--- src/rtl/squeeze_weight_sequencer.sv ---
// squeeze_weight_sequencer
//   Sequences the 1x1 squeeze weight ROM array and its MAC lanes for one layer
//   pass. Every input channel (one ROM address per channel) is walked for every
//   output pixel. Each finished pixel is then handed to the writeback stage.
//
//   Ports:
//     clk, rst_n           clock, asynchronous active-low reset
//     start                1-cycle pass request (honoured only in IDLE)
//     busy, done           pass in progress / 1-cycle end-of-pass pulse
//     rom_addr, pix_idx    registered channel index / output pixel index
//     mac_en, mac_ready    weight-valid handshake towards the MAC lanes
//     acc_clr, acc_last    first / last channel markers (qualified by mac_en)
//     res_valid, res_ready result handshake towards writeback
//     stall_cnt            only when SQZ_SEQ_PERF_EN is defined: saturating count
//                          of RUN cycles without mac_ready plus FLUSH cycles
//                          without res_ready
//
//   Optional feature macro: SQZ_SEQ_PERF_EN
module squeeze_weight_sequencer #(
  parameter int ADDR   = 9,
  parameter int CIN    = 384,
  parameter int PIXELS = 169,
  parameter int PIX_W  = 8
) (
  input  logic             clk,
  input  logic             rst_n,
  input  logic             start,
  output logic             busy,
  output logic             done,
  output logic [ADDR-1:0]  rom_addr,
  output logic [PIX_W-1:0] pix_idx,
  output logic             mac_en,
  input  logic             mac_ready,
  output logic             acc_clr,
  output logic             acc_last,
  output logic             res_valid,
  input  logic             res_ready
`ifdef SQZ_SEQ_PERF_EN
  ,output logic [31:0]     stall_cnt
`endif
);

  // Reject configurations the counters cannot represent.
  if (CIN < 1 || CIN > (1 << ADDR) || PIXELS < 1 || PIXELS > (1 << PIX_W)) begin : g_param_err
    $error("squeeze_weight_sequencer: illegal CIN/PIXELS for ADDR/PIX_W");
  end

  localparam logic [ADDR-1:0]  CH_LAST  = ADDR'(CIN - 1);
  localparam logic [PIX_W-1:0] PIX_LAST = PIX_W'(PIXELS - 1);

  typedef enum logic [1:0] {
    S_IDLE  = 2'd0,
    S_RUN   = 2'd1,
    S_FLUSH = 2'd2
  } state_e;

  state_e           state_q, state_d;
  logic [ADDR-1:0]  ch_q, ch_d;
  logic [PIX_W-1:0] pix_q, pix_d;
  logic             busy_q, busy_d;
  logic             done_q, done_d;
  logic             mac_en_q, mac_en_d;
  logic             acc_clr_q, acc_clr_d;
  logic             acc_last_q, acc_last_d;
  logic             res_valid_q, res_valid_d;

  // Next-state and next-output computation; outputs are decoded from the
  // next state so every output leaves the block straight from a flop.
  always_comb begin
    state_d = state_q;
    ch_d    = ch_q;
    pix_d   = pix_q;
    done_d  = 1'b0;
    case (state_q)
      S_IDLE: begin
        if (start) begin
          state_d = S_RUN;
          ch_d    = {ADDR{1'b0}};
          pix_d   = {PIX_W{1'b0}};
        end else begin
          state_d = S_IDLE;
        end
      end
      S_RUN: begin
        // mac_en is always high in RUN, so a step is just mac_ready.
        if (mac_ready) begin
          if (ch_q == CH_LAST) begin
            ch_d    = {ADDR{1'b0}};
            state_d = S_FLUSH;
          end else begin
            ch_d    = ch_q + ADDR'(1);
          end
        end else begin
          ch_d = ch_q;
        end
      end
      S_FLUSH: begin
        if (res_ready) begin
          if (pix_q == PIX_LAST) begin
            pix_d   = {PIX_W{1'b0}};
            state_d = S_IDLE;
            done_d  = 1'b1;
          end else begin
            pix_d   = pix_q + PIX_W'(1);
            state_d = S_RUN;
          end
        end else begin
          pix_d = pix_q;
        end
      end
      default: begin
        state_d = S_IDLE;
        ch_d    = {ADDR{1'b0}};
        pix_d   = {PIX_W{1'b0}};
      end
    endcase

    busy_d      = (state_d != S_IDLE);
    mac_en_d    = (state_d == S_RUN);
    acc_clr_d   = (state_d == S_RUN) && (ch_d == {ADDR{1'b0}});
    acc_last_d  = (state_d == S_RUN) && (ch_d == CH_LAST);
    res_valid_d = (state_d == S_FLUSH);
  end

  // State, counters and registered outputs.
  always_ff @(posedge clk or negedge rst_n) begin
    if (!rst_n) begin
      state_q     <= S_IDLE;
      ch_q        <= {ADDR{1'b0}};
      pix_q       <= {PIX_W{1'b0}};
      busy_q      <= 1'b0;
      done_q      <= 1'b0;
      mac_en_q    <= 1'b0;
      acc_clr_q   <= 1'b0;
      acc_last_q  <= 1'b0;
      res_valid_q <= 1'b0;
    end else begin
      state_q     <= state_d;
      ch_q        <= ch_d;
      pix_q       <= pix_d;
      busy_q      <= busy_d;
      done_q      <= done_d;
      mac_en_q    <= mac_en_d;
      acc_clr_q   <= acc_clr_d;
      acc_last_q  <= acc_last_d;
      res_valid_q <= res_valid_d;
    end
  end

  assign busy      = busy_q;
  assign done      = done_q;
  assign rom_addr  = ch_q;
  assign pix_idx   = pix_q;
  assign mac_en    = mac_en_q;
  assign acc_clr   = acc_clr_q;
  assign acc_last  = acc_last_q;
  assign res_valid = res_valid_q;

`ifdef SQZ_SEQ_PERF_EN
  logic [31:0] stall_cnt_q, stall_cnt_d;

  // Stall counter: cleared by an accepted start, saturating, held after done.
  always_comb begin
    stall_cnt_d = stall_cnt_q;
    if (state_q == S_IDLE && start) begin
      stall_cnt_d = 32'd0;
    end else if (((state_q == S_RUN && !mac_ready) || (state_q == S_FLUSH && !res_ready))
                 && (stall_cnt_q != 32'hFFFF_FFFF)) begin
      stall_cnt_d = stall_cnt_q + 32'd1;
    end else begin
      stall_cnt_d = stall_cnt_q;
    end
  end

  // Stall counter register.
  always_ff @(posedge clk or negedge rst_n) begin
    if (!rst_n) begin
      stall_cnt_q <= 32'd0;
    end else begin
      stall_cnt_q <= stall_cnt_d;
    end
  end

  assign stall_cnt = stall_cnt_q;
`endif

endmodule
--- config.mk ---
export PLATFORM = sky130hd
export DESIGN_NAME = squeeze_weight_sequencer
export DESIGN_NICKNAME = d
export VERILOG_FILES = /design/src/rtl/squeeze_weight_sequencer.sv
export SDC_FILE = /design/constraint.sdc
export NUM_CORES = 1
export LEC_CHECK = 0
export ABC_AREA = 1
export BUFFER_PORTS_ARGS = -buffer_cell sky130_fd_sc_hd__buf_4
export CORE_ASPECT_RATIO = 1.5
export CORE_UTILIZATION = 53
export DETAILED_ROUTE_END_ITERATION = 16
export HOLD_SLACK_MARGIN = 0.05
export PLACE_DENSITY_LB_ADDON = 0.3
export SLEW_MARGIN = 20
export SYNTH_ARGS = -nofsm -noshare
export SYNTH_HDL_FRONTEND = slang
export SYNTH_SLANG_ARGS = --single-unit
--- constraint.sdc ---
create_clock -name clk -period 1.7 [get_ports clk]
set_clock_uncertainty 0.05 [all_clocks]
set_input_delay 0 -clock clk [delete_from_list [all_inputs] [get_ports clk]]
set_output_delay 0 -clock clk [all_outputs]
set_load 0.02 [all_outputs]
* After elaboration in Yosys (flattened, before gate mapping)
Index checks and enable logic that the tools add are counted.
Word-level totals: register bits 25, input port bits 5, word-level logic and storage cells 44
Cells by class: add/subtract/negate cells 2, eq/ne operators 9, muxes and demuxes 17, bitwise logic cells 1, reductions and logical operators 6
Operators by type and width (count):
- 9-bit two-way mux | 3
- 9-bit case mux with 3 select lines | 1
- 8-bit two-way mux | 3
- 8-bit case mux with 3 select lines | 1
- 9-bit equality test, second input constant | 2
- 9-bit by 1-bit adder with 9-bit output, second input constant | 1
- 9-bit logical NOT | 1
- 8-bit by 1-bit adder with 8-bit output, second input constant | 1
- 8-bit equality test, second input constant | 1
- 2-bit two-way mux | 3
- 2-bit case mux with 3 select lines | 1
- 1-bit two-way mux | 5
- 2-bit by 1-bit equality test with 1-bit output, second input constant | 2
- 2-bit equality test, second input constant | 2
- 2-bit != test, second input constant | 2
- 3-bit AND reduction | 1
- 1-bit logical AND | 2
- 2-bit logical NOT | 1
- 2-bit nonzero test | 1
- 1-bit inverter | 1

* Logic depth before layout (Yosys ltp)
word-level depth 6, gate-level depth with buffers 11, mapped depth without buffers 11

* Worst setup path after synthesis
OpenSTA, ideal clock, no wires.
path type register to register, from reg ch_q[0], in the netlist rom_addr[0], to reg busy_q, in the netlist busy, setup time 0.124 ns, data arrival time 1.499 ns, required time 1.526 ns, path slack 0.027 ns, cell stages (with the launch flop) 8, path buffers 0, period minus slack after synthesis 1.673 ns, cell sequence dfrtp_1 > ha_1 > nand2_1 > nor2_8 > nand3_4 > nand2_4 > nand3_1 > or2_1
Between the ends: longest elaborated chain between the ends 5
Ends and longest elaborated chain:
- start: declaration | line 58 | logic [ADDR-1:0] ch_q, ch_d;
- start signal: assignment | line 129 | ch_q <= {ADDR{1'b0}};
- start signal: assignment | line 139 | ch_q <= ch_d;
- 9-bit equality test | line 87 | if (ch_q == CH_LAST) begin
- 2-bit two-way mux | line 87
- 2-bit two-way mux | line 86 | if (mac_ready) begin
- 2-bit case mux with 3 select lines | line 74 | case (state_q)
- via state_d[0] | line 57 | state_e state_q, state_d;
- 2-bit nonzero test | line 118 | busy_d = (state_d != S_IDLE);
- via busy_d | line 60 | logic busy_q, busy_d;
- end signal: assignment | line 141 | busy_q <= busy_d;
- end: declaration | line 60
The timed path passes the listed nets, and every way through them passes these cells. A chain may end at the register's enable or synchronous reset.

* Final worst setup path
from reg ch_q[1], in the netlist rom_addr[1], to reg busy_q, in the netlist busy
Same word-level chain as after synthesis.

==> results.toml <==
[cts]
cts.sinks = 25
cts.clk_slew.worst_paths_ns = 0.14
cts_root_buf = "clkbuf_4"
cts_buffers = 3
clk_latency_ns = 0.34
htreeDepth = 1
clock_path_buffers = 2
cts_tree = "built"

[power]
p_int_w = 0.00105
p_seq_share_pct = 42.1
power_density_nw_per_um2 = 907
leakagePower_nw = 0.985
p_switching_w = 0.000680
power_frac_clock_pct = 16.2
comb_power_share_pct = 41.6
p_sw_share_pct = 39.3
vdd_drop_max_mv = 0.862
finalPower_w = 0.00173

[die]
dieArea_um2 = 2940
chipWidth_um = 44.6
start_util_pct = 57.7
rows = 22
core_area_um2 = 2500
dieHeight_um = 66.0
ios = 28

[global_routing]
antenna_found_initial = 0
grt_pass1_wl_um = 5850
grt_pass1_vias = 1407
grt_max_degree = 14
global_route.overflow_total = 0
grt_usage_pct = 27.5

[synth]
ys_types = 24
synth.most_common_cell = "nand2_1"
async_flop_share_pct = 100
synth_top_area_share_pct = 43.3
synthTopCellsByCount = "nand2_1, inv_1, nor2_1"
synth-edff-count = 0
postSynthAreaPerCell_um2 = 7.49
yosysSeqAreaShare_pct = 43.3
ys.flop_type = "dfrtp_1"
syn_nets = 201
syn-instance-count = 193
synth_seq_cells = 25
synth_area_leader_cell = "dfrtp_1"
syn_area_um2 = 1450
ys_warn_count = 0
ys_top_cells_by_area = "dfrtp_1, nand2_1, inv_1, nor2_1, nand3_1"

[critical_path]
worstPathArrival_ns = 1.87
required_ns = 1.89
critical_path_class = "reg2reg"
worstPathMaxFanout = 6
startpoint_type = "flop"
slowest_delay_ns = 0.43
path_cells = "ha_4, nand2_2, nor2_8, nand3_4, nand2_4, nand3_1, or2_1"
crit_path_end_kind = "flop"
cp_slowest_cell = "dfrtp_1"

[sta]
finalCriticalPeriod_ns = 1.68
finalCritPeriodShare_pct = 98.9
grt_setup_unrepaired = "true"
drv_slew = 0
worst_pin_slew_ns = 0.614
timing.final.ws_setup_ns = 0.0187
hold_viol_final = 0
finalSetupViolations = 0
fmax_ghz = 0.595
relSlewSlack_pct = 58.9

[flow_run]
maxCapViolCount = 0

[min_path]
hold_class = "in2reg"

[route]
drtAntennaViolNets = 0
wl_per_cell_um = 14.0
drc = 0
drt_iter0_drc = 38
wirelength_um = 3830
viasPerCell = 5.16
drtPass1Iterations = 4
dr_total_vias = 1409

[final_layout]
area_delta_synth_final_pct = 32.0
nets = 246
fillers = 176
drive_gt1_share_pct = 30.0
antennaDiodeCount = 0

[placed_design]
place_ws_ns = 0.0130
globalplace.congestion = 0.990
port_buffers = 27
dp.final_hpwl_um = 2680

[status]
outcome = "completed"
-- power by group through the flow --
stage                     Clock (W)  Combinational [W]  Sequential, W
final                      0.000281           0.000720       0.000729
after detailed placement          0           0.000569       0.000727
after floorplan                   0           0.000279       0.000795
after CTS                  0.000277           0.000603       0.000710
after global placement            0           0.000546       0.000724
after global routing       0.000300           0.000789       0.000730
-- path summary, 6_finish.rpt --
path	to	depth (start not counted)	start	slack (ns)
worst max-delay path	busy$_DFF_PN0_	7	rom_addr[1]$_DFF_PN0_	0.02
worst min-delay path	done$_DFF_PN0_	4	res_ready	0.45
worst max register to register	busy$_DFF_PN0_	7	rom_addr[1]$_DFF_PN0_	0.02
worst min register to register	pix_idx[1]$_DFFE_PN0P_	2	pix_idx[1]$_DFFE_PN0P_	0.54
max in group asynchronous	rom_addr[3]$_DFF_PN0_	3	rst_n	0.49
min in group asynchronous	pix_idx[1]$_DFFE_PN0P_	3	rst_n	0.67
-- flip-flops by register name, indices dropped and copies added (netlist names) --
signal	flops
busy	1
rom_addr	9
mac_en	1
done	1
pix_idx	8
acc_last	1
acc_clr	1
state_q	2
res_valid	1
-- cell families after synthesis --
| group | share of synthesized area (%) |
|---|---|
| buffers and inverters | 7.53 |
| adder cells (fa/ha/maj) | 2.60 |
| XOR/XNOR | 1.21 |
| flip-flops | 43.3 |
| AND/OR/NAND/NOR | 35.7 |
| AO/OA/AOI/OAI | 9.70 |
-- layout make-up --
| type | instances | area, µm² | area share (%) |
|---|---|---|---|
| clock buffer | 4 | 26.3 | 1.38 |
| inverter | 29 | 109 | 5.70 |
| timing repair buffer | 40 | 319 | 16.7 |
| tap | 36 | 45.0 | 2.36 |
| multi-input combinational | 139 | 782 | 41.0 |
| sequential | 25 | 627 | 32.9 |
-- worst max-delay path: cells and delay by family (launching register included) --
| family | cells | cell delay, ns |
|---|---|---|
| and+or+nand+nor | 6 | 0.93 |
| DFF | 1 | 0.43 |
| adders and majority gates | 1 | 0.17 |
-- per-layer routing --
| layer | up-vias | global-route usage, % | wire [µm] |
|---|---|---|---|
| li1 | 701 | - | - |
| met3 | 15 | 3.83 | 98 |
| met1 | 656 | 26.6 | 1440 |
| met2 | 37 | 50.6 | 2120 |
| met4 | 0 | 19.3 | 179 |
| met5 | - | 0 | 0 |
-- stage by stage --
step	cells	area (µm²)	util, %	hold WS, ns	setup TNS [ns]
after floorplan	193	1450	-	-0.346	0
after global placement	258	1710	68.2	-0.130	0
after detailed placement	258	1710	68.2	-0.127	0
after CTS	269	1800	71.9	0.450	0
after global routing	273	1910	76.2	0.483	-0.0930
final	273	1910	76.2	0.452	0
-- placed cells by master, fill, tap and decap left out, types with 2 or more instances in the layout --
cell type	instances
nor2_2	3
dlygate4sd3_1	6
inv_1	25
nand2_4	2
nand2_1	43
o21bai_1	2
nor2_4	3
nor3_1	2
clkbuf_4	3
nand3_1	16
ha_1	2
nand3_2	2
inv_2	4
dfrtp_1	24
o21ai_2	2
nor2_1	23
o21ai_0	9
buf_4	33
nand2_2	11
a21oi_1	7
-- timing repair --
item	4_1_cts	5_1_grt
setup buffers	1	5
setup endpoints to repair	2	4
cloned	0	0
resized for setup	0	23
endpoints found under the hold margin	34	0
hold buffers	6	0
pin swaps	0	8
Note: power is estimated with default switching activity, not from simulation.
